$ cat src/rtl/ks_pkg.sv
// Shared types and elaboration helpers for the pipelined Kogge-Stone adder.
package ks_pkg;

    typedef struct packed {
        logic g;
        logic p;
    } ks_gp_t;

    function automatic int ks_levels(input int width);
        return $clog2(width + 1);
    endfunction

    function automatic int ks_latency(input int width, input int pipe_every);
        if (pipe_every == 0) return 1;
        return 1 + (ks_levels(width) - 1) / pipe_every;
    endfunction

    // True when a stage register follows prefix level `level`.
    function automatic bit ks_is_reg(input int level, input int levels, input int pipe_every);
        if (pipe_every == 0 || level < 1 || level >= levels) return 1'b0;
        return (level % pipe_every) == 0;
    endfunction

endpackage

$ cat src/rtl/ks_prefix_level.sv
// One combinational Kogge-Stone row: black, grey and buffer cells over WIDTH+1 positions.
module ks_prefix_level
    import ks_pkg::*;
#(
    parameter int WIDTH = 16,
    parameter int LEVEL = 1
) (
    input  ks_gp_t [WIDTH:0] gp_i,
    output ks_gp_t [WIDTH:0] gp_o
);
    localparam int DIST = 1 << (LEVEL - 1);

    // Index 0 is the carry-in position; index i+1 is operand bit i.
    for (genvar gi = 0; gi <= WIDTH; gi++) begin : g_pos
        if (gi < DIST) begin : g_buf
            assign gp_o[gi] = gp_i[gi];
        end else if (gi < 2 * DIST) begin : g_grey
            assign gp_o[gi] = '{g: gp_i[gi].g | (gp_i[gi].p & gp_i[gi - DIST].g), p: 1'b0};
        end else begin : g_black
            assign gp_o[gi] = '{g: gp_i[gi].g | (gp_i[gi].p & gp_i[gi - DIST].g),
                                p: gp_i[gi].p & gp_i[gi - DIST].p};
        end
    end

endmodule

$ cat src/rtl/ks_pipe_adder.sv
// Pipelined Kogge-Stone adder/subtractor with valid/ready flow control.
// Define KS_OVF_EN to add the two's-complement overflow output out_ovf.
module ks_pipe_adder
    import ks_pkg::*;
#(
    parameter int WIDTH      = 16,
    parameter int PIPE_EVERY = 2,
    parameter int TAG_W      = 4
) (
    input  logic             clk,
    input  logic             rst,
    input  logic             in_valid,
    output logic             in_ready,
    input  logic [WIDTH-1:0] in_a,
    input  logic [WIDTH-1:0] in_b,
    input  logic             in_cin,
    input  logic             in_sub,
    input  logic [TAG_W-1:0] in_tag,
    output logic             out_valid,
    input  logic             out_ready,
    output logic [WIDTH-1:0] out_sum,
    output logic             out_cout,
    output logic [TAG_W-1:0] out_tag
`ifdef KS_OVF_EN
    ,
    output logic             out_ovf
`endif
);
    localparam int LEVELS = ks_levels(WIDTH);

    logic [LEVELS:0]  down_adv;
    logic [LEVELS:1]  reg_vld;
    logic             out_valid_q;
    logic             out_cout_q;
    logic [WIDTH-1:0] out_sum_q;
    logic [TAG_W-1:0] out_tag_q;

    // down_adv[k]: whatever sits after level k moves into the next register this cycle.
    always_comb begin
        down_adv         = '0;
        down_adv[LEVELS] = !out_valid_q || out_ready;
        for (int k = LEVELS - 1; k >= 0; k--) begin
            if (ks_is_reg(k + 1, LEVELS, PIPE_EVERY))
                down_adv[k] = !reg_vld[k + 1] || down_adv[k + 1];
            else
                down_adv[k] = down_adv[k + 1];
        end
    end

    assign in_ready = down_adv[0];

    for (genvar gi = 0; gi <= LEVELS; gi++) begin : g_lvl
        ks_gp_t [WIDTH:0] gp;
        logic [WIDTH-1:0] p;
        logic [TAG_W-1:0] tag;
        logic             vld;

        if (gi == 0) begin : g_pre
            logic [WIDTH-1:0] b_eff;
            assign b_eff = in_sub ? ~in_b : in_b;
            always_comb begin
                gp    = '0;
                gp[0] = '{g: in_sub ^ in_cin, p: 1'b0};
                for (int i = 0; i < WIDTH; i++)
                    gp[i + 1] = '{g: in_a[i] & b_eff[i], p: in_a[i] ^ b_eff[i]};
            end
            assign p   = in_a ^ b_eff;
            assign tag = in_tag;
            assign vld = in_valid;
        end else begin : g_row
            ks_gp_t [WIDTH:0] gp_d;

            ks_prefix_level #(
                .WIDTH (WIDTH),
                .LEVEL (gi)
            ) u_level (
                .gp_i (g_lvl[gi - 1].gp),
                .gp_o (gp_d)
            );

            if (ks_is_reg(gi, LEVELS, PIPE_EVERY)) begin : g_reg
                ks_gp_t [WIDTH:0] gp_q;
                logic [WIDTH-1:0] p_q;
                logic [TAG_W-1:0] tag_q;
                logic             vld_q;

                always_ff @(posedge clk or posedge rst) begin
                    if (rst) begin
                        vld_q <= 1'b0;
                        gp_q  <= '0;
                        p_q   <= '0;
                        tag_q <= '0;
                    end else if (down_adv[gi - 1]) begin
                        vld_q <= g_lvl[gi - 1].vld;
                        if (g_lvl[gi - 1].vld) begin
                            gp_q  <= gp_d;
                            p_q   <= g_lvl[gi - 1].p;
                            tag_q <= g_lvl[gi - 1].tag;
                        end
                    end
                end

                assign gp          = gp_q;
                assign p           = p_q;
                assign tag         = tag_q;
                assign vld         = vld_q;
                assign reg_vld[gi] = vld_q;
            end else begin : g_comb
                assign gp          = gp_d;
                assign p           = g_lvl[gi - 1].p;
                assign tag         = g_lvl[gi - 1].tag;
                assign vld         = g_lvl[gi - 1].vld;
                assign reg_vld[gi] = 1'b0;
            end
        end
    end

    ks_gp_t [WIDTH:0] gp_fin;
    logic [WIDTH-1:0] sum_d;
    logic             unused_fin_p;

    assign gp_fin = g_lvl[LEVELS].gp;

    // Index i of the final row is the carry into bit i; index WIDTH is carry-out.
    always_comb begin
        sum_d        = '0;
        unused_fin_p = 1'b0;
        for (int i = 0; i < WIDTH; i++)
            sum_d[i] = g_lvl[LEVELS].p[i] ^ gp_fin[i].g;
        for (int i = 0; i <= WIDTH; i++)
            unused_fin_p = unused_fin_p ^ gp_fin[i].p;
    end

    always_ff @(posedge clk or posedge rst) begin
        if (rst) begin
            out_valid_q <= 1'b0;
            out_sum_q   <= '0;
            out_cout_q  <= 1'b0;
            out_tag_q   <= '0;
        end else if (down_adv[LEVELS]) begin
            out_valid_q <= g_lvl[LEVELS].vld;
            if (g_lvl[LEVELS].vld) begin
                out_sum_q  <= sum_d;
                out_cout_q <= gp_fin[WIDTH].g;
                out_tag_q  <= g_lvl[LEVELS].tag;
            end
        end
    end

    assign out_valid = out_valid_q;
    assign out_sum   = out_sum_q;
    assign out_cout  = out_cout_q;
    assign out_tag   = out_tag_q;

`ifdef KS_OVF_EN
    logic out_ovf_q;

    always_ff @(posedge clk or posedge rst) begin
        if (rst)
            out_ovf_q <= 1'b0;
        else if (down_adv[LEVELS] && g_lvl[LEVELS].vld)
            out_ovf_q <= gp_fin[WIDTH].g ^ gp_fin[WIDTH - 1].g;
    end

    assign out_ovf = out_ovf_q;
`endif

endmodule
$ cat config.mk
export PLATFORM = sky130hd
export DESIGN_NAME = ks_pipe_adder
export DESIGN_NICKNAME = d
export VERILOG_FILES = /design/src/rtl/ks_pkg.sv /design/src/rtl/ks_prefix_level.sv /design/src/rtl/ks_pipe_adder.sv
export SDC_FILE = /design/constraint.sdc
export NUM_CORES = 1
export LEC_CHECK = 0
export ABC_AREA = 1
export BUFFER_PORTS_ARGS = -buffer_cell sky130_fd_sc_hd__clkbuf_2
export CORE_MARGIN = 5
export CORE_UTILIZATION = 45
export CTS_CLUSTER_SIZE = 12
export DETAILED_ROUTE_END_ITERATION = 6
export PLACE_DENSITY = 0.7
export SLEW_MARGIN = 5
export SYNTH_ARGS = -nofsm -noshare
export SYNTH_HDL_FRONTEND = slang
export SYNTH_HIERARCHICAL = 1
export SYNTH_SLANG_ARGS = --single-unit
$ cat constraint.sdc
create_clock -name clk -period 5.5 [get_ports clk]
set_clock_uncertainty 0.05 [all_clocks]
set_input_delay 1.1 -clock clk [delete_from_list [all_inputs] [get_ports clk]]
set_output_delay 1.1 -clock clk [all_outputs]
set_load 0.05 [all_outputs]
Word-level counts from Yosys, hierarchy flattened
Cells that the tools add are included.
Word-level totals
  output and inout bits: 23
  word-level logic and storage cells: 265
  flip-flop bits (word level): 112
  input port bits: 42
Operators by class
  bitwise gates (word level): 197
  reductions and logical operators: 9
  muxes and demuxes: 1
Operators with widths (count)
  1-bit AND: 108
  1-bit bitwise OR: 54
  1-bit bitwise XOR: 33
  16-bit two-way mux: 1
  16-bit inverter: 1
  16-bit bitwise XOR: 1
  2-bit AND reduction: 3
  1-bit zero test: 3
  1-bit logical OR: 3

Longest topological paths before layout
Gate-level depths: netlist (run 1).
  depth in word-level cells: 7
  mapped depth: 10
  depth with buffers taken out: 8

Modules after synthesis
Netlist (run 1), hierarchy kept.
By module, submodules not included
  ks_pipe_adder: instances 1, cells an instance 605, seq. area each 3303.2 µm², area each 5681.7 µm²
  ks_prefix_level at g_lvl[1].g_row.u_level: instances 1, cells an instance 82, seq. area each 0.0 µm², area each 319.1 µm²
  ks_prefix_level at g_lvl[2].g_row.u_level: instances 1, cells an instance 78, seq. area each 0.0 µm², area each 315.3 µm²
  ks_prefix_level at g_lvl[3].g_row.u_level: instances 1, cells an instance 70, seq. area each 0.0 µm², area each 307.8 µm²
  ks_prefix_level at g_lvl[4].g_row.u_level: instances 1, cells an instance 54, seq. area each 0.0 µm², area each 292.8 µm²
  ks_prefix_level at g_lvl[5].g_row.u_level: instances 1, cells an instance 37, seq. area each 0.0 µm², area each 262.8 µm²

Worst setup path before layout (run 1)
OpenSTA, ideal clock, no wires.
  path kind: input -> output
  start: in out_ready
  end: out in_ready
  required time: 4.350 ns
  arrival: 1.569 ns
  stages on the path: 3
  setup slack: 2.781 ns
  path buffers: 1
  path through: inv_2 -> nand4_2 -> buf_2
On the way
  cells in the longest elaborated chain, start to end: 3
Ends and longest elaborated chain
  start: declaration: line ks_pipe_adder.sv:20  | input logic out_ready,
  1-bit logical OR: line ks_pipe_adder.sv:41  | down_adv[LEVELS] = !out_valid_q || out_ready;
  1-bit logical OR (2 in a row): line ks_pipe_adder.sv:44  | down_adv[k] = !reg_vld[k + 1] || down_adv[k + 1];
  end: declaration: line ks_pipe_adder.sv:13  | output logic in_ready,
Every way passes these cells.

Final worst setup path (run 1)
Same ends and word-level chain as after synthesis.

==> flow_summary.json, run 1 <==
{
  "holdBufCountCts": 0,
  "cts_buffers": 9,
  "finalNonFillerCells": 983,
  "antenna_found_initial": 0,
  "cpMostUsedCell": "clkbuf_2",
  "crit_required_ns": 4.35,
  "clk_pin_slew_ns": 0.07,
  "layout_min_cycle_time_ns": 3.26,
  "cap_violations": 0,
  "die_y_um": 126,
  "setup_violations": 0,
  "cp-start-kind": "input port",
  "grt.overflow.total": 0,
  "hold_viol_final": 0,
  "final_core_util": 0.486,
  "fmaxAchievable_ghz": 0.307,
  "core-area_mm2": 0.0132,
  "wire_per_inst_um": 11.9,
  "num_io_pins": 65,
  "mappedNetlistArea_mm2": 0.00605,
  "vias_per_cell": 4.56,
  "final_layout_size_suffix_gt1_frac": 0.112,
  "hold_class": "reg -> reg",
  "gp_congestion": 0.787,
  "clk-insertion-delay-late_ns": 0.34,
  "cts_resized": 0,
  "whs_ns": 0.422,
  "cts.htree.levels": 3,
  "cts.sinks": 112,
  "ir_worst_vdd_mv": 0.154,
  "relSlewSlack": 0.322,
  "power_density_mw_per_mm2": 444,
  "cts_root_buf": "clkbuf_16",
  "synth_fp_nets": 851,
  "tightest_slew_ns": 1.02,
  "cp_cell_sequence": "clkbuf_2, inv_2, nand4_2, buf_4, clkbuf_2",
  "place_ws_ns": 2.24,
  "dpl.hpwl_um": 8260,
  "power_mw": 2.85,
  "final_cell_area_mm2": 0.00643,
  "setup_ws_ns": 2.24,
  "cp.arrival_ns": 2.11,
  "placed_area_mm2": 0.00613,
  "cts_tree": "done",
  "grt_pass1_wl_um": 20300,
  "rows": 42,
  "end_kind": "output pin",
  "die-area_mm2": 0.0159,
  "wirelength_um": 11700,
  "post_cts_buffers": 0,
  "area_delta_synth_final_pct": 6.26,
  "antenna_cells": 0,
  "slowest_stage": "buf_4",
  "grt_pass1_vias": 4174,
  "track_usage": 0.154,
  "rsz0062_at_grt": "no",
  "port_buffers": 64,
  "postSynthAreaPerCell_um2": 7.63,
  "period_share": 0.593,
  "postRouteAntennaNets": 0,
  "drcViolationCount": 0,
  "setup_tns_ns": 0,
  "layout.nets": 860,
  "dp.cells": 967,
  "grt_max_degree": 82,
  "p_leak_nw": 3.84,
  "path_class": "in -> out",
  "clock_path_buffers": 2,
  "die_w_um": 126,
  "cpPeakStageDelay_ns": 0.44,
  "start_util": 0.457,
  "drt_iter0_drc": 365,
  "maxSlewViolCount": 0,
  "dr.pass1.iters": 5,
  "worstPathMaxFanout": 53,
  "postSynthCellCount": 793,
  "routed-via-count": 4478,
  "status": "finished, final reports clean",
  "yosysWarningCount": 6
}
flip-flops by register name (all words and copies together), names as in the netlist:
signal                   count
out_cout                     1
out_sum                     16
out_valid                    1
g_lvl.g_row.g_reg.gp_q      48
g_lvl.g_row.g_reg.vld_q      2
out_tag                      4
g_lvl.g_row.g_reg.tag_q      8
g_lvl.g_row.g_reg.p_q       32
power by group:
part           switching (mW)  internal (mW)
Sequential              0.159           1.07
Clock                   0.303          0.358
Combinational           0.672          0.295
Total                    1.13           1.72
worst paths after layout:
kind | start | endpoint | slack (ns) | cells after the start
hold reg to reg | g_lvl[4].g_row.g_reg.tag_q[3] | out_tag[3] | 0.42 | 2
hold / removal | g_lvl[4].g_row.g_reg.tag_q[3] | out_tag[3] | 0.42 | 2
min in group asynchronous | rst | out_tag[0] | 0.91 | 2
max in group asynchronous | rst | g_lvl[2].g_row.g_reg.gp_q[26] | 3.53 | 3
setup / recovery | out_ready | in_ready | 2.24 | 5
setup reg to reg | g_lvl[2].g_row.g_reg.vld_q | g_lvl[2].g_row.g_reg.gp_q[8] | 3.34 | 6
per-layer routing:
| layer | up-vias | share of wire | global-route usage | routed length [µm] |
|---|---|---|---|---|
| met3 | 10 | 0.055 | 0.0224 | 643 |
| met1 | 1977 | 0.52 | 0.249 | 6130 |
| met2 | 110 | 0.41 | 0.216 | 4820 |
| met4 | 0 | 0.010 | 0.0360 | 121 |
| li1 | 2381 | - | - | - |
| met5 | - | 0 | 0 | 0 |
worst max-delay path: cells and delay by family:
| kind | cells | cell delay [ns] |
|---|---|---|
| AND/OR/NAND/NOR | 1 | 0.05 |
| buffers and inverters | 4 | 0.94 |
cells in the final DEF, fill, tap and decap left out:
cell type / instances
dfrtp_1: 112
xor2_1: 17
ha_1: 16
clkinvlp_4: 2
o21ai_0: 16
clkbuf_2: 64
inv_2: 1
xnor2_1: 16
bufinv_16: 1
nand2_2: 1
inv_1: 93
nand3_1: 89
nand4_2: 1
nand2_4: 1
buf_4: 5
clkinv_4: 1
clkbuf_16: 9
clkinv_2: 1
nand2_1: 358
inv_6: 1
inv_8: 1
inv_4: 1
cell type report:
cell class,instances,area [µm²]
well taps,176,220
repair buffers,69,358
multi-input cells,515,2390
clock inverters,7,78.8
fillers,1366,6810
flip-flops and latches,112,2800
clock buffers,9,225
inverters,95,359
Note: power is estimated with default switching activity, not from simulation.
==> run 2: changes to the inputs <==
ABC_AREA = 0   (was 1)
PLACE_DENSITY = 0.73   (was 0.7)
clock period = 2.8 ns   (was 5.5 ns; I/O delays follow)
==> run 2 against run 1 <==
Die area fell by 3.0%. Clock-buffer cell count grew 1. Combinational power rose by 100%. Via count shrank 30%. Sequential power grew 100%. Critical path type is now in -> reg. Critical endpoint is now g_lvl[2].g_row.g_reg.gp_q[25]. First-iteration DRC count fell by 75%. Final area fell by 1.6%. Synthesized cell count down 47%. Clock power increased by 97%. Core utilization grew 1.4 points. Wire length fell by 10%. Worst setup slack got worse by 1.4 ns.
==> flow_summary.json, run 2 <==
{
  "relSlewSlack": 0.599,
  "yosysWarningCount": 6,
  "post_cts_buffers": 0,
  "r2r_end": "g_lvl[2].g_row.g_reg.gp_q[19]",
  "slowest_stage": "ha_1",
  "final_cell_mix": "dfrtp_1, clkbuf_2, mux2_2, a21o_1, mux2_4",
  "rsz0062_at_grt": "no",
  "postSynthCellCount": 417,
  "wirelength_um": 10500,
  "power_density_mw_per_mm2": 902,
  "wire_per_inst_um": 16.7,
  "cap_violations": 0,
  "cts_buffers": 9,
  "grt_pass1_vias": 3449,
  "fmaxAchievable_ghz": 0.501,
  "clock_path_buffers": 2,
  "port_buffers": 64,
  "hold_viol_final": 0,
  "status": "finished, final reports clean",
  "mappedNetlistArea_mm2": 0.00585,
  "crit_required_ns": 2.98,
  "worst_r2r_path_depth": 3,
  "regMostFlops": "g_lvl.g_row.g_reg.gp_q",
  "area_delta_synth_final_pct": 8.17,
  "grt_max_degree": 62,
  "clk_pin_slew_ns": 0.07,
  "p_leak_nw": 3.29,
  "grt_pass1_wl_um": 17500,
  "routed-via-count": 3114,
  "cts_resized": 0,
  "setup_violations": 0,
  "vias_per_cell": 4.96,
  "tightest_slew_ns": 0.600,
  "cp.arrival_ns": 2.17,
  "rrSetupSlack_ns": 1.12,
  "period_share": 0.713,
  "start_util": 0.462,
  "holdBufCountCts": 0,
  "clk-insertion-delay-late_ns": 0.35,
  "num_io_pins": 65,
  "fill_cells": 1113,
  "cp-start-kind": "input port",
  "die_w_um": 124,
  "layout.nets": 509,
  "cts.sinks": 112,
  "path_class": "in -> reg",
  "grt.overflow.total": 0,
  "antenna_cells": 0,
  "crit_buf_inv": 1,
  "drcViolationCount": 0,
  "final_common_cell": "dfrtp_1",
  "cts_root_buf": "clkbuf_16",
  "end_kind": "register",
  "postSynthAreaPerCell_um2": 14.0,
  "cp_top_family": "adder cells",
  "cpPeakStageDelay_ns": 0.35,
  "worstPathMaxFanout": 17,
  "cts_tree": "done",
  "hold_class": "in -> async",
  "layout_min_cycle_time_ns": 2.00,
  "final_layout_size_suffix_gt1_frac": 0.450,
  "setup_tns_ns": 0,
  "antenna_found_initial": 0,
  "core-area_mm2": 0.0127,
  "cts.htree.levels": 3,
  "ir_worst_vdd_mv": 0.348,
  "cp_cell_sequence": "clkbuf_2, xor2_1, ha_1, and2_1, a21o_1, mux2_4",
  "maxSlewViolCount": 0,
  "power_mw": 5.71,
  "dpl.hpwl_um": 7850,
  "dr.pass1.iters": 4,
  "die_y_um": 124,
  "postRouteAntennaNets": 0,
  "synth_fp_nets": 475,
  "drt_iter0_drc": 91,
  "die-area_mm2": 0.0154,
  "track_usage": 0.149,
  "gp_congestion": 0.819,
  "r2r-start": "g_lvl[2].g_row.g_reg.vld_q",
  "rows": 41,
  "largest_reg_flops": 48
}
-- run 2: cell types whose count changed in the layout (fill, tap and decap cells not counted), sizes merged, moves of 3 or more --
cell / change
o21ai: -16
nand3: -89
nand2b: +3
xor2: +16
nand2: -357
xnor2: -16
inv: -96
and2: +38
mux2: +109
a21o: +54
-- run 2: how the worst max path moves through the flow --
| stage | slack, ns | from | end | cells after the start |
|---|---|---|---|---|
| final | 0.80 | in_sub | g_lvl[2].g_row.g_reg.gp_q[25] | 6 |
| after global routing | 0.71 | in_sub | g_lvl[2].g_row.g_reg.gp_q[15] | 6 |
| after CTS | 0.80 | in_sub | g_lvl[2].g_row.g_reg.gp_q[14] | 6 |
| after detailed placement | 0.44 | in_sub | g_lvl[2].g_row.g_reg.gp_q[25] | 6 |
| after global placement | 0.47 | in_sub | g_lvl[2].g_row.g_reg.gp_q[9] | 6 |
| after floorplan | 0.58 | in_sub | g_lvl[2].g_row.g_reg.gp_q[32] | 7 |
-- run 2: final cells by class --
cell class,instances,area [µm²],share of cell area
clock inverters,6,66.3,0.0105
multi-input cells,259,2640,0.417
well taps,172,215,0.0340
inverters,1,7.51,0.00119
clock buffers,10,239,0.0377
flip-flops and latches,112,2800,0.443
repair buffers,68,363,0.0573
-- run 2: worst reg2reg max path, stage by stage, from the launching register on --
cell and delay, ns:
dfrtp_1 0.44, nand4b_4 0.17, nand2_8 0.44, mux2_2 0.45
-- run 2: routing by layer --
layer	global-route usage	wire [µm]
met4	0.0684	272
met5	0	0
met2	0.235	4980
met1	0.203	4900
met3	0.0241	358
-- run 2: metrics by stage --
stage | cell area [µm²] | hold WS, ns | setup slack [ns] | util | std cells
floorplan | 5860 | 0.415 | 0.576 | - | 417
global placement | 6030 | 0.435 | 0.466 | 0.476 | 612
detailed placement | 6030 | 0.440 | 0.438 | 0.476 | 612
CTS | 6330 | 0.226 | 0.803 | 0.500 | 628
global route | 6330 | 0.264 | 0.713 | 0.500 | 628
finish | 6330 | 0.215 | 0.804 | 0.500 | 628
-- run 2: power breakdown --
part	total [mW]	switching [mW]	internal, mW
Combinational	1.95	1.08	0.868
Sequential	2.46	0.335	2.12
Clock	1.30	0.579	0.721
